### src/rtl/alu_display_pkg.sv
// Shared seven-segment glyphs and hex decoder for the ALU status display.
// Every code is active-low with bit order g..a.
package alu_display_pkg;

    typedef logic [6:0] seg7_t;

    localparam seg7_t GLYPH_BLANK = 7'b1111111;
    localparam seg7_t GLYPH_C     = 7'b1000110;
    localparam seg7_t GLYPH_MINUS = 7'b0111111;
    localparam seg7_t GLYPH_E     = 7'b0000110;

    function automatic seg7_t hex_to_seg7(input logic [3:0] nib);
        seg7_t s;
        s = GLYPH_BLANK;
        case (nib)
            4'h0: s = 7'b1000000;
            4'h1: s = 7'b1111001;
            4'h2: s = 7'b0100100;
            4'h3: s = 7'b0110000;
            4'h4: s = 7'b0011001;
            4'h5: s = 7'b0010010;
            4'h6: s = 7'b0000010;
            4'h7: s = 7'b1111000;
            4'h8: s = 7'b0000000;
            4'h9: s = 7'b0010000;
            4'hA: s = 7'b0001000;
            4'hB: s = 7'b0000011;
            4'hC: s = 7'b1000110;
            4'hD: s = 7'b0100001;
            4'hE: s = 7'b0000110;
            4'hF: s = 7'b0001110;
        endcase
        return s;
    endfunction

endpackage

### src/rtl/display_scan_timer.sv
// Refresh prescaler, scanned digit index and carry-blink phase generator.
// One digit slot lasts REFRESH_DIV cycles; the blink phase flips every BLINK_TICKS slots.
module display_scan_timer #(
    parameter int DIGITS      = 4,
    parameter int REFRESH_DIV = 50000,
    parameter int BLINK_TICKS = 64
) (
    input  logic                      clk,
    input  logic                      rst,
    output logic [$clog2(DIGITS)-1:0] index_o,
    output logic                      blink_phase_o
);
    localparam int PW = $clog2(REFRESH_DIV);
    localparam int BW = (BLINK_TICKS > 1) ? $clog2(BLINK_TICKS) : 1;
    localparam int IW = $clog2(DIGITS);

    logic [PW-1:0] presc_q, presc_d;
    logic [IW-1:0] idx_q, idx_d;
    logic [BW-1:0] bcnt_q, bcnt_d;
    logic          phase_q, phase_d;
    logic          tick;

    assign tick = (presc_q == PW'(REFRESH_DIV - 1));

    always_comb begin
        presc_d = tick ? '0 : presc_q + 1'b1;
        idx_d   = idx_q;
        bcnt_d  = bcnt_q;
        phase_d = phase_q;
        if (tick) begin
            idx_d = (idx_q == IW'(DIGITS - 1)) ? '0 : idx_q + 1'b1;
            // With BLINK_TICKS=1 the counter sits at 0 and the phase flips every slot.
            if (bcnt_q == BW'(BLINK_TICKS - 1)) begin
                bcnt_d  = '0;
                phase_d = ~phase_q;
            end else begin
                bcnt_d = bcnt_q + 1'b1;
            end
        end
    end

    always_ff @(posedge clk) begin
        if (rst) begin
            presc_q <= '0;
            idx_q   <= '0;
            bcnt_q  <= '0;
            phase_q <= 1'b0;
        end else begin
            presc_q <= presc_d;
            idx_q   <= idx_d;
            bcnt_q  <= bcnt_d;
            phase_q <= phase_d;
        end
    end

    assign index_o       = idx_q;
    assign blink_phase_o = phase_q;

endmodule

### src/rtl/alu_status_display.sv
// Multiplexed seven-segment driver: digit 0 shows the C/N/Z flag glyph,
// digits 1..DIGITS-1 show the latched result in hex with optional leading-zero blanking.
module alu_status_display
    import alu_display_pkg::*;
#(
    parameter int DIGITS      = 4,
    parameter int WIDTH       = 12,
    parameter int REFRESH_DIV = 50000,
    parameter int BLINK_TICKS = 64,
    parameter int LZB         = 1
) (
    input  logic              clk,
    input  logic              rst,
    input  logic              valid_i,
    input  logic [2:0]        flags_C_N_Z,
    input  logic [WIDTH-1:0]  result,
    input  logic              blink_en,
    output logic [6:0]        displays,
    output logic [DIGITS-1:0] an_o
);
    localparam int IW = $clog2(DIGITS);

    logic [WIDTH-1:0]  res_q;
    logic [2:0]        flg_q;
    seg7_t             disp_q, disp_d;
    logic [DIGITS-1:0] an_q, an_d;
    logic [IW-1:0]     idx;
    logic              blink_phase;

    display_scan_timer #(
        .DIGITS     (DIGITS),
        .REFRESH_DIV(REFRESH_DIV),
        .BLINK_TICKS(BLINK_TICKS)
    ) u_timer (
        .clk          (clk),
        .rst          (rst),
        .index_o      (idx),
        .blink_phase_o(blink_phase)
    );

    always_comb begin
        seg7_t      glyph;
        logic [3:0] nib;
        logic       lz;
        glyph = GLYPH_BLANK;
        if (flg_q[2])      glyph = GLYPH_C;
        else if (flg_q[1]) glyph = GLYPH_MINUS;
        else if (flg_q[0]) glyph = GLYPH_E;
        if (blink_en && flg_q[2] && blink_phase) glyph = GLYPH_BLANK;

        // A digit above 1 is blank only when it and every higher nibble are zero.
        nib = '0;
        lz  = 1'b0;
        for (int k = 1; k < DIGITS; k++) begin
            if (idx == IW'(k)) begin
                nib = res_q[4*(k-1) +: 4];
                lz  = (LZB != 0) && (k >= 2) && ((res_q >> (4*(k-1))) == '0);
            end
        end

        disp_d = (idx == '0) ? glyph : (lz ? GLYPH_BLANK : hex_to_seg7(nib));
        an_d   = '1;
        an_d[idx] = 1'b0;
    end

    always_ff @(posedge clk) begin
        if (rst) begin
            res_q  <= '0;
            flg_q  <= '0;
            disp_q <= GLYPH_BLANK;
            an_q   <= '1;
        end else begin
            if (valid_i) begin
                res_q <= result;
                flg_q <= flags_C_N_Z;
            end
            disp_q <= disp_d;
            an_q   <= an_d;
        end
    end

    assign displays = disp_q;
    assign an_o     = an_q;

endmodule

### config.mk
export PLATFORM = sky130hd
export DESIGN_NAME = alu_status_display
export DESIGN_NICKNAME = d
export VERILOG_FILES = /design/src/rtl/alu_display_pkg.sv /design/src/rtl/display_scan_timer.sv /design/src/rtl/alu_status_display.sv
export SDC_FILE = /design/constraint.sdc
export NUM_CORES = 1
export LEC_CHECK = 0
export CORE_ASPECT_RATIO = 0.6
export CORE_MARGIN = 3
export CORE_UTILIZATION = 40
export CTS_CLUSTER_SIZE = 16
export DETAILED_ROUTE_END_ITERATION = 8
export SYNTH_ARGS = -nofsm -noshare
export SYNTH_HDL_FRONTEND = slang
export SYNTH_SLANG_ARGS = --single-unit
### constraint.sdc
create_clock -name clk -period 4.6 [get_ports clk]
set_input_delay 0.92 -clock clk [delete_from_list [all_inputs] [get_ports clk]]
set_output_delay 0.92 -clock clk [all_outputs]
set_load 0.05 [all_outputs]
Word-level counts from Yosys, hierarchy flattened:

Memory sizes are Yosys's and may differ from the RTL's.
Cells that the tools add are included.

* flip-flop bits (word level): 51
* ROM bits: 112
* input bits: 19
* output and inout bits: 11
* memories kept: 1

Memory list
* (name not given): depth 16, bits a word 7, rd ports 1, clocked after Yosys merged registers in 0, write ports 0, line alu_display_pkg.sv:15 `case (nib)`

* $add $sub $neg: 3
* magnitude comparators: 2
* equal/unequal tests: 5
* mux-type cells: 15
* bitwise gates (word level): 2
* reductions and logical operators: 8

Operators by type and width (count)
* two-way mux 7 bit: 6
* zero test 12 bit: 2
* adder 16 x 1 -> 16 bit, second input constant: 1
* == test 16 bit, second input constant: 1
* two-way mux 4 bit: 3
* adder 6 x 1 -> 6 bit, second input constant: 1
* == test 6 bit, second input constant: 1
* two-way mux 6 bit: 1
* == test 2 bit, second input constant: 2
* NOT 4 bit: 1
* logical AND 1 bit: 3
* < comparator 2 x 3 -> 1 bit, second input constant: 1
* two-way mux 1 bit: 3
* adder 2 x 1 -> 2 bit, second input constant: 1
* demux 1 bit (select 2 bit): 1
* == test 2 x 1 -> 1 bit, second input constant: 1
* greater-or-equal comparator 2 x 1 -> 1 bit, second input constant: 1
* zero test 2 bit: 1
* two-way mux 2 bit: 1
* AND reduction 2 bit: 1
* OR reduction 2 bit: 1
* NOT 1 bit: 1

Logic depth before layout (Yosys ltp):

An unclocked memory read counts as a cell.

* depth after elaboration: 7
* depth in mapped cells: 10
* depth with buffers taken out: 9

Hierarchy:

A second synthesis with hierarchy kept.

* cells, all modules: 257
* area total of the unflattened synthesis: 2386.0 um^2

Modules (own cells, without submodules)
* alu_status_display: times used 1, cells each 128, area each 1263.7 um^2, seq. area each 520.5 um^2
* display_scan_timer: times used 1, cells each 129, area each 1122.3 um^2, seq. area each 500.5 um^2

Least setup slack after synthesis:

OpenSTA, ideal clock, no wires.

* kind: register -> register
* start point: register u_timer.idx_q[0], in the netlist u_timer.index_o[0]
* end point: register disp_q[5], in the netlist displays[5]
* library setup time: 0.132 ns
* arrival time: 1.979 ns
* data required time: 4.468 ns
* slack: 2.489 ns
* cell stages (with the launch flop): 11
* buffers on the path: 1
* clock period less this slack: 2.111 ns
* cell sequence: dfxtp_1 > inv_1 > ha_1 > buf_2 > a21oi_1 > a22o_1 > inv_1 > ha_1 > o21a_1 > a221oi_1 > o21ai_1

* word-level cells in the longest chain between the ends: 7

Ends and longest elaborated chain
* start, declared: line display_scan_timer.sv:18 `logic [IW-1:0] idx_q, idx_d;`
* start signal, assigned: line display_scan_timer.sv:50 `idx_q <= idx_d;`
* == test 2 x 1 -> 1 bit: line alu_status_display.sv:55 `if (idx == IW'(k)) begin`
* two-way mux 4 bit (3 in a row): line alu_status_display.sv:55
* memory (16 x 7 bit)
* two-way mux 7 bit: line alu_status_display.sv:61 `disp_d = (idx == '0) ? glyph : (lz ? GLYPH_BLANK : hex_to_seg7(nib));`
* two-way mux 7 bit (*): line alu_status_display.sv:61
* end signal, assigned: line alu_status_display.sv:77 `disp_q <= disp_d;`
* end, declared: line alu_status_display.sv:25 `seg7_t disp_q, disp_d;`

Mark *: on every way between the ends. The rest lies on a longest branch, timed or not.
A chain may end at the register's enable or synchronous reset.

Worst setup path after layout:

* start point: register u_timer.idx_q[1], in the netlist u_timer.index_o[1]
* end point: register disp_q[0], in the netlist displays[0]

The elaborated chain is that of the path after synthesis.

==> metrics list <==
- Routability cong.: 0.8243
* Data required time of the critical path: 4.83 ns
* Placeable core region: 0.005675 mm²
* Worst relative slew slack: 26.95%
- For this block, the via count after detailed routing is 1821.
- FF-to-FF path depth: 6
- Flop2flop setup slack: 1.97 ns
* Worst setup path class: register to register
- The number of nets in the synthesized netlist is 290.
- The initialized floorplan defines 21 standard-cell rows.
* Clock latency reported for the late side of the worst-skew pair: 0.30 ns
* Dominant cell type by area after synthesis: dfxtp_1
- Async set-or-reset flop fraction in the synthesized netlist: 0%
- Outcome: complete, no violations
* Via count of the first global-routing pass: 1621
- Total power for the finished layout comes to 0.7817 mW.
- Nets@finish: 315
- Entering global routing, the biggest net connects 33 pins.
- Critical path cell sequence: ha_1, inv_1, o2bb2ai_1, nor2_1, or4b_1, o211ai_1
- Yosys attributes the largest share of cell area to dfxtp_1 43%, mux2i_1 8.4%, ha_1 6.8%.
* Final cell utilization of the core: 49.43%
- After legalization and detailed placement, the total HPWL measured 3468 µm.
- Number of antenna violations at the first check in global routing: 0
- The longest clock path from root to sink contains 2 buffers.
- CTS tree: done
- Of the available clock period, the critical path in the final layout requires 57.08%.
* Initial drt markers: 70
* H-tree Lvls: 2
- Hold Crit Endpoint: u_timer.presc_q[0]
- DR WL met3: 364 µm
* Achievable Freq: 380.9 MHz
* Wire length the detailed router placed on met1: 2731 µm
- GRT Total Usage: 14.92%
* Count of non-filler cells in the finished layout: 364
- Leaving out fill and tap cells, the most frequent cell in the layout is dfxtp_1.
- Worst path arrival time: 2.85 ns
- The detail route stage leaves a number of antenna-violating nets equal to 0.
* Number of standard cells after synthesis: 258
- Slowest cell on the critical path: o2bb2ai_1
* Clock period minus worst slack: 2.626 ns
* Slew of the pin with the lowest slew margin: 1.096 ns
* Die Span X: 105.7 µm
* Largest fanout on the critical path: 14
- In the layout the commonest cells are 51 x dfxtp_1, 38 x nor2_1, 29 x clkdlybuf4s50_1, 20 x mux2i_1.
- The area growth from synthesis to layout is 17.57%.
- Yosys printed 0 warnings.
- Count of max-cap constraint violations: 0
- Among all flip-flop cells after synthesis, the most frequent one is dfxtp_1.
- Hold/Removal Path Class: register to register
- Setup TNS: 0 ns
* Average vias per placed instance: 5.003
- Clk pin slew, worst setup/hold paths: 0.09 ns
- Leak pwr: 1.096 nW
* Count of cell types in the netlist: 44
- Hold timing on the final database bottoms out at a slack of 0.4454 ns.
- Setup repair after global routing left no endpoint under its margin.
* Number of storage elements in the synthesis netlist: 51
- In this run, placement finished with an instance count of 356.
- Proportion of netlist area held by the largest area contributor: 42.79%
- The die covers 0.006958 mm².
* Total CTS buffers: 5
- Buf+Inv Stages, Crit Path: 1
- Count of cells resized by post-cts repair: 0
- Final-report setup violation count: 0
- Count of cells along the worst hold path: 1
- A synthesized cell averages 9.248 µm².
- Global-route wire length before repair: 8169 µm
* Cell type group with the largest total delay on the critical path: compound AO/OA/AOI/OAI gates
* Endpoint kind of the worst setup timing path: register
- The repair_antennas step left the layout with diodes totalling 0.
* First-pass iteration count of the detailed router: 4
* Number of synthesized flops with an enable pin: 0
- Placement-stage cell area: 0.002724 mm²
- Capture instance of the worst register-to-register path: displays[0]
* Worst flop-to-flop path startpoint: u_timer.index_o[1]
* Post-route cell area: 0.002805 mm²
- Seq/Total Area, Yosys: 42.79%
- On the final layout, the worst clock skew is 0.005457 ns.
* DRC violation count after routing: 0
- The number of hold buffers added after CTS was 0.
- The routed design has 4726 µm of wire.
* Highest metal layer with signal wires: met4
* Sum of overflow across all layers after global routing: 0
- Final slew viol count: 0
- Setup slack at placement: 2.076 ns
* Critical Path Source Type: register
* Number of filler instances in the final layout: 591
- Once the clock tree was built, the setup fixing pass inserted 0 buffers.
* Share of layout cells above drive strength 1: 3.873%
* Starting Density: 42.04%
- Routed wirelength normalized by instance count: 12.98 µm
- DIE HEIGHT: 65.83 µm
* Met2 WL post-DR: 1566 µm
- Master cell of the clock root buffer: clkbuf_8
- Buffers placed on the I/O ports in this run total 29.
- I/O pin count: 30
* Cell area after synthesis: 0.002386 mm²
* Worst path max stage delay: 0.88 ns
- Final Hold Fails: 0
- Hold path start: u_timer.presc_q[0]
- VDD sags by at most 0.1052 mV.
- Number of sinks on the clock net: 51
* P per Cell Area: 278.7 mW/mm²
* Final critical-path setup slack: 1.974 ns
==> kinds of logic (layout without fill, tap and decap cells) <==
kind of cell               after synthesis  in the layout  synth area share, %
DFF                                     51             51                42.79
xor gates and xnor gates                14             14                5.139
and+or+nand+nor                         99             99                22.13
AOI/OAI and AO/OA                       38             38                10.49
muxes                                   20             20                8.390
buffers and inverters                   23             49                4.248
adders and majority gates               13             13                6.817
==> worst register-to-register path, cell delays in order, from the launching register on <==
cell and delay [ns]:
dfxtp_1 0.38, ha_1 0.37, inv_1 0.13, o2bb2ai_1 0.88, nor2_1 0.16, or4b_1 0.54
o211ai_1 0.10
==> flip-flops by register name (all words and copies together), names as in the netlist <==
signal and flops:
u_timer.presc_q 16, res_q 12, displays 7, u_timer.bcnt_q 6, an_o 4, flg_q 3
u_timer.index_o 2, u_timer.blink_phase_o 1
==> Yosys cell counts (all sizes together) (2+ instances only) <==
library cell / number
a21oi: 10
o21a: 3
buf: 7
nor3: 5
nand2b: 5
o21ai: 9
nand2: 13
nor2: 38
xor2: 7
dfxtp: 51
and3: 3
nand3b: 4
a221oi: 3
inv: 11
clkbuf: 5
nand3: 7
ha: 13
a22o: 2
and2: 2
xnor2: 7
mux2i: 20
nand4: 5
nor4bb: 2
o211ai: 3
and4: 2
or3: 5
a31oi: 2
nor4: 2
==> layer usage <==
layer	track usage (%)	up-vias
met1	23.53	818
met3	4.488	8
met2	18.25	51
li1	-	944
met5	0	-
met4	5.331	0
==> power breakdown <==
group	internal, mW	switching [mW]	total [mW]
clock	0.107	0.139	0.246
combinational	0.0348	0.0363	0.0712
sequential	0.456	0.00878	0.465
==> how the worst max path moves through the flow <==
stage	endpoint	cells past startpoint	from
floorplan	displays[5]	10	u_timer.index_o[0]
global placement	flg_q[0]	3	valid_i
detailed placement	displays[0]	6	u_timer.index_o[1]
CTS	displays[0]	6	u_timer.index_o[1]
global route	displays[0]	6	u_timer.index_o[1]
finish	displays[0]	6	u_timer.index_o[1]
==> layout make-up <==
cell class / count / area [µm²] / share of cell area (%)
Clock buffer: 7 / 76.32 / 2.721
Clock inverter: 1 / 5.005 / 0.1784
Inverter: 11 / 41.29 / 1.472
Multi-Input combinational cell: 184 / 1264 / 45.05
Sequential cell: 51 / 1021 / 36.40
Tap cell: 80 / 100.1 / 3.568
Timing Repair Buffer: 30 / 297.8 / 10.62
Note: power is estimated with default switching activity, not from simulation.
